### src/rtl/crtc_timing.sv
// crtc_timing: 6845-compatible CRTC timing generator for the PET video path.
// Holds R0..R17, and generates hsync/vsync/de and the video address MA/RA,
// advancing on the character-clock enable.
module crtc_timing #(
  parameter int MA_WIDTH    = 14,
  parameter int RA_WIDTH    = 5,
  parameter int VSYNC_LINES = 16,
  parameter int R0_INIT     = 63,
  parameter int R1_INIT     = 40,
  parameter int R2_INIT     = 50,
  parameter int R3_INIT     = 4,
  parameter int R4_INIT     = 31,
  parameter int R5_INIT     = 5,
  parameter int R6_INIT     = 25,
  parameter int R7_INIT     = 28,
  parameter int R9_INIT     = 7
) (
  input  logic                clk16,
  input  logic                res_b,
  input  logic                char_en,
  input  logic [4:0]          reg_addr,
  input  logic [7:0]          reg_wdata,
  input  logic                reg_we,
  input  logic                reg_re,
  output logic [7:0]          reg_rdata,
  output logic                hsync,
  output logic                vsync,
  output logic                de,
  output logic [MA_WIDTH-1:0] ma,
  output logic [RA_WIDTH-1:0] ra
);

  localparam int VS_W = $clog2(VSYNC_LINES + 1);

  typedef enum logic {ACTIVE, ADJUST} vstate_t;

  logic [7:0]          regs [0:17];
  logic [7:0]          h_cnt, row_cnt, adj_cnt;
  logic [MA_WIDTH-1:0] ma_row;
  logic [VS_W-1:0]     vs_left;
  vstate_t             state, state_nxt;

  logic [7:0]          h_nxt, row_nxt, adj_nxt;
  logic [RA_WIDTH-1:0] ra_nxt;
  logic [MA_WIDTH-1:0] ma_row_nxt, ma_nxt, start_addr;
  logic [VS_W-1:0]     vs_nxt;
  logic                eol, eof, hs_nxt, de_nxt;
  logic [3:0]          hs_width;

  // Register file: writes, registered reads, reset to the programmed defaults.
  always_ff @(posedge clk16) begin
    if (!res_b) begin
      for (int unsigned i = 0; i < 18; i++) regs[i] <= '0;
      regs[0]   <= 8'(R0_INIT);
      regs[1]   <= 8'(R1_INIT);
      regs[2]   <= 8'(R2_INIT);
      regs[3]   <= 8'(R3_INIT);
      regs[4]   <= 8'(R4_INIT);
      regs[5]   <= 8'(R5_INIT);
      regs[6]   <= 8'(R6_INIT);
      regs[7]   <= 8'(R7_INIT);
      regs[9]   <= 8'(R9_INIT);
      reg_rdata <= '0;
    end else begin
      if (reg_we && (reg_addr < 5'd18)) regs[reg_addr] <= reg_wdata;
      if (reg_re) reg_rdata <= (reg_addr < 5'd18) ? regs[reg_addr] : '0;
    end
  end

  // Next-state of all counters and of the outputs for the cell being entered.
  always_comb begin
    start_addr = MA_WIDTH'({regs[13][5:0], regs[12]});
    eol        = (h_cnt >= regs[0]);
    h_nxt      = eol ? '0 : h_cnt + 8'd1;
    ra_nxt     = ra;
    row_nxt    = row_cnt;
    adj_nxt    = adj_cnt;
    state_nxt  = state;
    ma_row_nxt = ma_row;
    vs_nxt     = vs_left;
    eof        = 1'b0;
    if (eol) begin
      case (state)
        ACTIVE: begin
          if (ra >= RA_WIDTH'(regs[9][4:0])) begin
            ma_row_nxt = ma_row + MA_WIDTH'(regs[1]);
            if (row_cnt >= regs[4]) begin
              if (regs[5] == 8'd0) begin
                eof = 1'b1;
              end else begin
                state_nxt = ADJUST;
                adj_nxt   = '0;
                ra_nxt    = ra + RA_WIDTH'(1);
              end
            end else begin
              row_nxt = row_cnt + 8'd1;
              ra_nxt  = '0;
            end
          end else begin
            ra_nxt = ra + RA_WIDTH'(1);
          end
        end
        ADJUST: begin
          ra_nxt  = ra + RA_WIDTH'(1);
          adj_nxt = adj_cnt + 8'd1;
          if ((9'(adj_cnt) + 9'd1) >= 9'(regs[5])) eof = 1'b1;
        end
        default: state_nxt = ACTIVE;
      endcase
      if (eof) begin
        state_nxt  = ACTIVE;
        row_nxt    = '0;
        ra_nxt     = '0;
        adj_nxt    = '0;
        ma_row_nxt = start_addr;
      end
      // vsync is retriggered on entering line 0 of row R7; otherwise it counts lines down
      if ((state_nxt == ACTIVE) && (ra_nxt == '0) && (row_nxt == regs[7]) &&
          (regs[7] <= regs[4]))
        vs_nxt = VS_W'(VSYNC_LINES);
      else if (vs_left != '0)
        vs_nxt = vs_left - VS_W'(1);
    end
    hs_width = regs[3][3:0];
    hs_nxt   = ({1'b0, h_nxt} >= {1'b0, regs[2]}) &&
               ({1'b0, h_nxt} < ({1'b0, regs[2]} + ((hs_width == 4'd0) ? 9'd16 : 9'(hs_width))));
    de_nxt   = (h_nxt < regs[1]) && (row_nxt < regs[6]) && (state_nxt == ACTIVE);
    ma_nxt   = ma_row_nxt + MA_WIDTH'(h_nxt);
  end

  // Counters and output registers advance together on each character strobe,
  // outputs being taken from the next-state values so they match the new cell.
  always_ff @(posedge clk16) begin
    if (!res_b) begin
      h_cnt   <= '0;
      ra      <= '0;
      row_cnt <= '0;
      adj_cnt <= '0;
      state   <= ACTIVE;
      ma_row  <= '0;
      ma      <= '0;
      vs_left <= '0;
      hsync   <= 1'b0;
      vsync   <= 1'b0;
      de      <= 1'b0;
    end else if (char_en) begin
      h_cnt   <= h_nxt;
      ra      <= ra_nxt;
      row_cnt <= row_nxt;
      adj_cnt <= adj_nxt;
      state   <= state_nxt;
      ma_row  <= ma_row_nxt;
      ma      <= ma_nxt;
      vs_left <= vs_nxt;
      hsync   <= hs_nxt;
      vsync   <= (vs_nxt != '0);
      de      <= de_nxt;
    end
  end

endmodule

### config.mk
export PLATFORM = sky130hd
export DESIGN_NAME = crtc_timing
export DESIGN_NICKNAME = d
export VERILOG_FILES = /design/src/rtl/crtc_timing.sv
export SDC_FILE = /design/constraint.sdc
export NUM_CORES = 1
export LEC_CHECK = 0
export ABC_AREA = 1
export CORE_ASPECT_RATIO = 2
export CORE_MARGIN = 4
export CORE_UTILIZATION = 50
export DETAILED_ROUTE_END_ITERATION = 10
export GPL_TIMING_DRIVEN = 0
export PLACE_DENSITY = 0.67
export SLEW_MARGIN = 20
export SYNTH_ARGS = -nofsm -noshare
export SYNTH_HDL_FRONTEND = slang
export SYNTH_SLANG_ARGS = --single-unit
### constraint.sdc
create_clock -name clk16 -period 5.86 [get_ports clk16]
set_input_delay 1.465 -clock clk16 [delete_from_list [all_inputs] [get_ports clk16]]
set_output_delay 1.465 -clock clk16 [all_outputs]
set_load 0.01 [all_outputs]
==> results list <==
- Status: finished clean
- Along the worst path, the maximum fanout reaches 10.
* PwrDens: 277 nW/µm²
* Flip-flop and latch count after synthesis: 266
* Site Rows: 88
- The later pin in the worst-skew pair is clocked with a latency of 0.55 ns.
- In this design, the stage delay of the slowest critical-path cell is 0.45 ns.
* Fraction of layout cells with a size suffix above 1: 0.0394
* Number of clock buffers inserted by TritonCTS: 24
* Number of distinct library cell variants in the gate-level netlist after synthesis: 50
* Leakage component of the power: 7.10 nW
- Synth warn: 0
* Overall die width: 130 µm
- CTS tree: built
* Slew Viols, Final: 0
- For this run, the total global-route usage over all layers was measured as 0.285.
- In this run the vertical extent of the chip is 251 µm.
- Placer Congestion: 1.03
* Half-perimeter wire length after detailed placement: 36.4 mm
* Sort of element at the start of the critical path: register
* Cell Area, Placed: 15900 µm²
- STA puts the critical path data arrival time at 5.86 ns.
* Antenna-violating nets left: 0
- The first detailed-routing pass ran for 5 iterations.
* Worst Setup Path Type: register to register
- Hold Path Cell Cnt: 2
* Area of the placeable core: 29100 µm²
* Largest net degree at the start of global routing: 17
- Static timing analysis puts the maximum clock frequency at 184 MHz.
- Sequential cell area fraction in the yosys report: 0.490
- The mapped netlist covers 14800 µm².
* Final wirelength: 46.8 mm
* Max-Slew Margin vs Limit: 0.268
- Leaving out filler cells and counting taps, the final layout contains 2189.
* Post-placement worst setup slack: 0.462 ns
- Final global-route overflow total: 0
- Total negative setup slack: 0 ns
- Most instantiated cells after synthesis: sky130_fd_sc_hd__nand2_1 (314), sky130_fd_sc_hd__nor2_1 (241), sky130_fd_sc_hd__edfxtp_1 (192), sky130_fd_sc_hd__inv_1 (177), sky130_fd_sc_hd__a21oi_1 (121)
- Synth Flop Type: sky130_fd_sc_hd__edfxtp_1
- Most common cell in the synthesized netlist: sky130_fd_sc_hd__nand2_1
* Layout net count: 1924
- In the synthesized netlist the async set-or-reset flop fraction comes to 0.
- The cell sitting at the root of the clock tree is a sky130_fd_sc_hd__clkbuf_16.
- Setup violations remaining at the end of the flow were counted as 0.
* DRC marker count from the first detailed-route iteration: 976
- Post-CTS Hold Fix Bufs: 0
* Number of cells produced by synthesis: 1692
- In this run, placement finished with an instance count of 2145.
- The clock drives 266 sinks.
- For this run, design rule violations remaining after detail routing come to 0.
- The via count of the first global-routing pass was 12.3k.
* Number of I/O pins: 48
* Worst Setup Slack, final: 0.439 ns
- Clock slew at reported path FFs: 0.08 ns
* Total number of vias: 12.6k
* Depth of the most critical reg-to-reg path: 31
- 0 antenna diodes ended up in the layout.
* Number of antenna violations at the first check in global routing: 0
- In the post-synthesis netlist, the biggest area contributors are sky130_fd_sc_hd__edfxtp_1 (39%), sky130_fd_sc_hd__dfxtp_1 (10%), sky130_fd_sc_hd__nand2_1 (8.0%).
- The area growth from synthesis to layout is 13.1%.
* MaxCap Viol Count: 0
- CTS built an H-tree with a depth of 1.
* Cell type with the highest aggregate area in the netlist: sky130_fd_sc_hd__edfxtp_1
- Standard cell with the maximum stage delay on the critical path: sky130_fd_sc_hd__dfxtp_1
- Final Instance Area: 16700 µm²
- Synth top area share: 0.390
- Critical path required time: 6.30 ns
- Between clock sinks in the finished design, the worst skew comes to 0.0111 ns.
* Clock Path Buffers: 3
- Avg Vias per Cell: 5.74
* Maximum ir drop on the vdd rail: 0.230 mV
* Initial core utilization: 0.509
* Unrepaired setup endpoints after global routing: no
- The tightest min-delay check is of the register to register type.
* Final hold violation count: 0
- In this run, synthesis inferred 192 flip-flops with an integrated enable.
- Share of the clock period used by the worst path after layout: 0.925
- The filler cells instantiated in the layout total 2672.
- DIE AREA: 32600 µm²
- Syn avg cell area: 8.75 µm²
- Worst-margin pin slew: 1.10 ns
- The worst setup path is captured at a register.
- Global-route wire length before repair: 69.9 mm
- Routed wire length per instance: 21.4 µm
* Count of input and output buffers: 46
* Final Critical Period: 5.42 ns
-- power breakdown --
part | switching, W | internal (W) | total, W | leakage, nW
sequential | 0.0000766 | 0.00213 | 0.00221 | 2.46
clock | 0.000752 | 0.00101 | 0.00176 | 0.416
combinational | 0.000452 | 0.000228 | 0.000680 | 4.22
total | 0.00128 | 0.00336 | 0.00464 | 7.10
-- path summary, 6_finish.rpt --
| path | from | slack, ns | endpoint |
|---|---|---|---|
| min reg2reg | reg_rdata[4] | 0.47 | reg_rdata[4] |
| max | adj_cnt[0] | 0.44 | ma[10] |
| max reg2reg | adj_cnt[0] | 0.44 | ma[10] |
| min | reg_rdata[4] | 0.47 | reg_rdata[4] |
-- cells by family (layout without fill, tap and decap cells) --
group | Yosys count | in the layout | share of synthesized area
buffers and inverters | 252 | 342 | 0.0653
and+or+nand+nor | 676 | 676 | 0.188
AOI/OAI and AO/OA | 370 | 370 | 0.156
adders and majority gates | 95 | 95 | 0.0819
DFF | 266 | 266 | 0.490
other | 1 | 48 | 0.000253
xor gates and xnor gates | 32 | 32 | 0.0189
-- registers in the layout, indices dropped and copies added, names as in the netlist --
signal and count:
de 1, regs 192, ma 14, row_cnt 8, adj_cnt 8, state 1, reg_rdata 8, ra 5
ma_row 14, vsync 1, h_cnt 8, vs_left 5, hsync 1
-- cells in the final DEF (no fill, tap or decap), drive strengths merged, types with 5 or more instances in the layout --
| master | netlist | final |
|---|---|---|
| inv | 177 | 179 |
| bufinv | 0 | 5 |
| nand3 | 66 | 66 |
| clkinv | 12 | 20 |
| xor2 | 22 | 22 |
| dfxtp | 74 | 74 |
| a31oi | 6 | 6 |
| ha | 92 | 92 |
| o21ai | 95 | 95 |
| buf | 14 | 14 |
| nand4 | 18 | 18 |
| conb | 1 | 48 |
| a21boi | 5 | 5 |
| a211oi | 11 | 11 |
| or2 | 6 | 6 |
| nor3 | 14 | 14 |
| a22oi | 92 | 92 |
| a22o | 7 | 7 |
| nand2 | 319 | 319 |
| a21oi | 122 | 122 |
| nor2 | 247 | 247 |
| clkdlybuf4s50 | 0 | 46 |
| xnor2 | 10 | 10 |
| o21a | 5 | 5 |
| o221ai | 7 | 7 |
| clkbuf | 49 | 77 |
| edfxtp | 192 | 192 |
-- metal layers --
layer	global-route usage	share of wire	vias to the layer above
li1	-	-	6007
met1	0.294	0.34	5940
met2	0.530	0.53	467
met3	0.0289	0.047	149
met4	0.186	0.078	0
met5	0	0	-
-- cell type report --
class                   instances  area, µm²  share of cell area
well taps                     360        450              0.0269
inverters                     189        709              0.0424
multi-input cells            1221       6760               0.404
clock buffers                  28        637              0.0380
clock inverters                16        219              0.0131
repair buffers                 46        460              0.0275
plain buffers                  63        256              0.0153
flip-flops and latches        266       7250               0.433
-- metrics by stage --
stage	hold WS [ns]	power (W)	util
6_report	0.469	0.00464	0.576
5_1_grt	0.490	0.00481	0.576
4_1_cts	0.471	0.00465	0.576
3_5_place_dp	0.458	0.00292	0.546
3_3_place_gp	0.455	0.00290	0.546
2_1_floorplan	0.457	0.00265	-
-- critical path, delay by kind of cell (launching register included) --
kind / cells / cell delay [ns]
compound gates: 8 / 1.40
xor+xnor: 2 / 0.31
fa+ha+maj: 4 / 1.19
buf+inv: 5 / 0.73
flops: 1 / 0.45
simple gates: 12 / 1.22
-- what timing repair did --
| item | in CTS | in global routing |
|---|---|---|
| resized for setup | 0 | 1 |
| endpoints found under the setup margin | 0 | 2 |
| setup buffers | 0 | 0 |
Power figures use the tool's default switching activity.
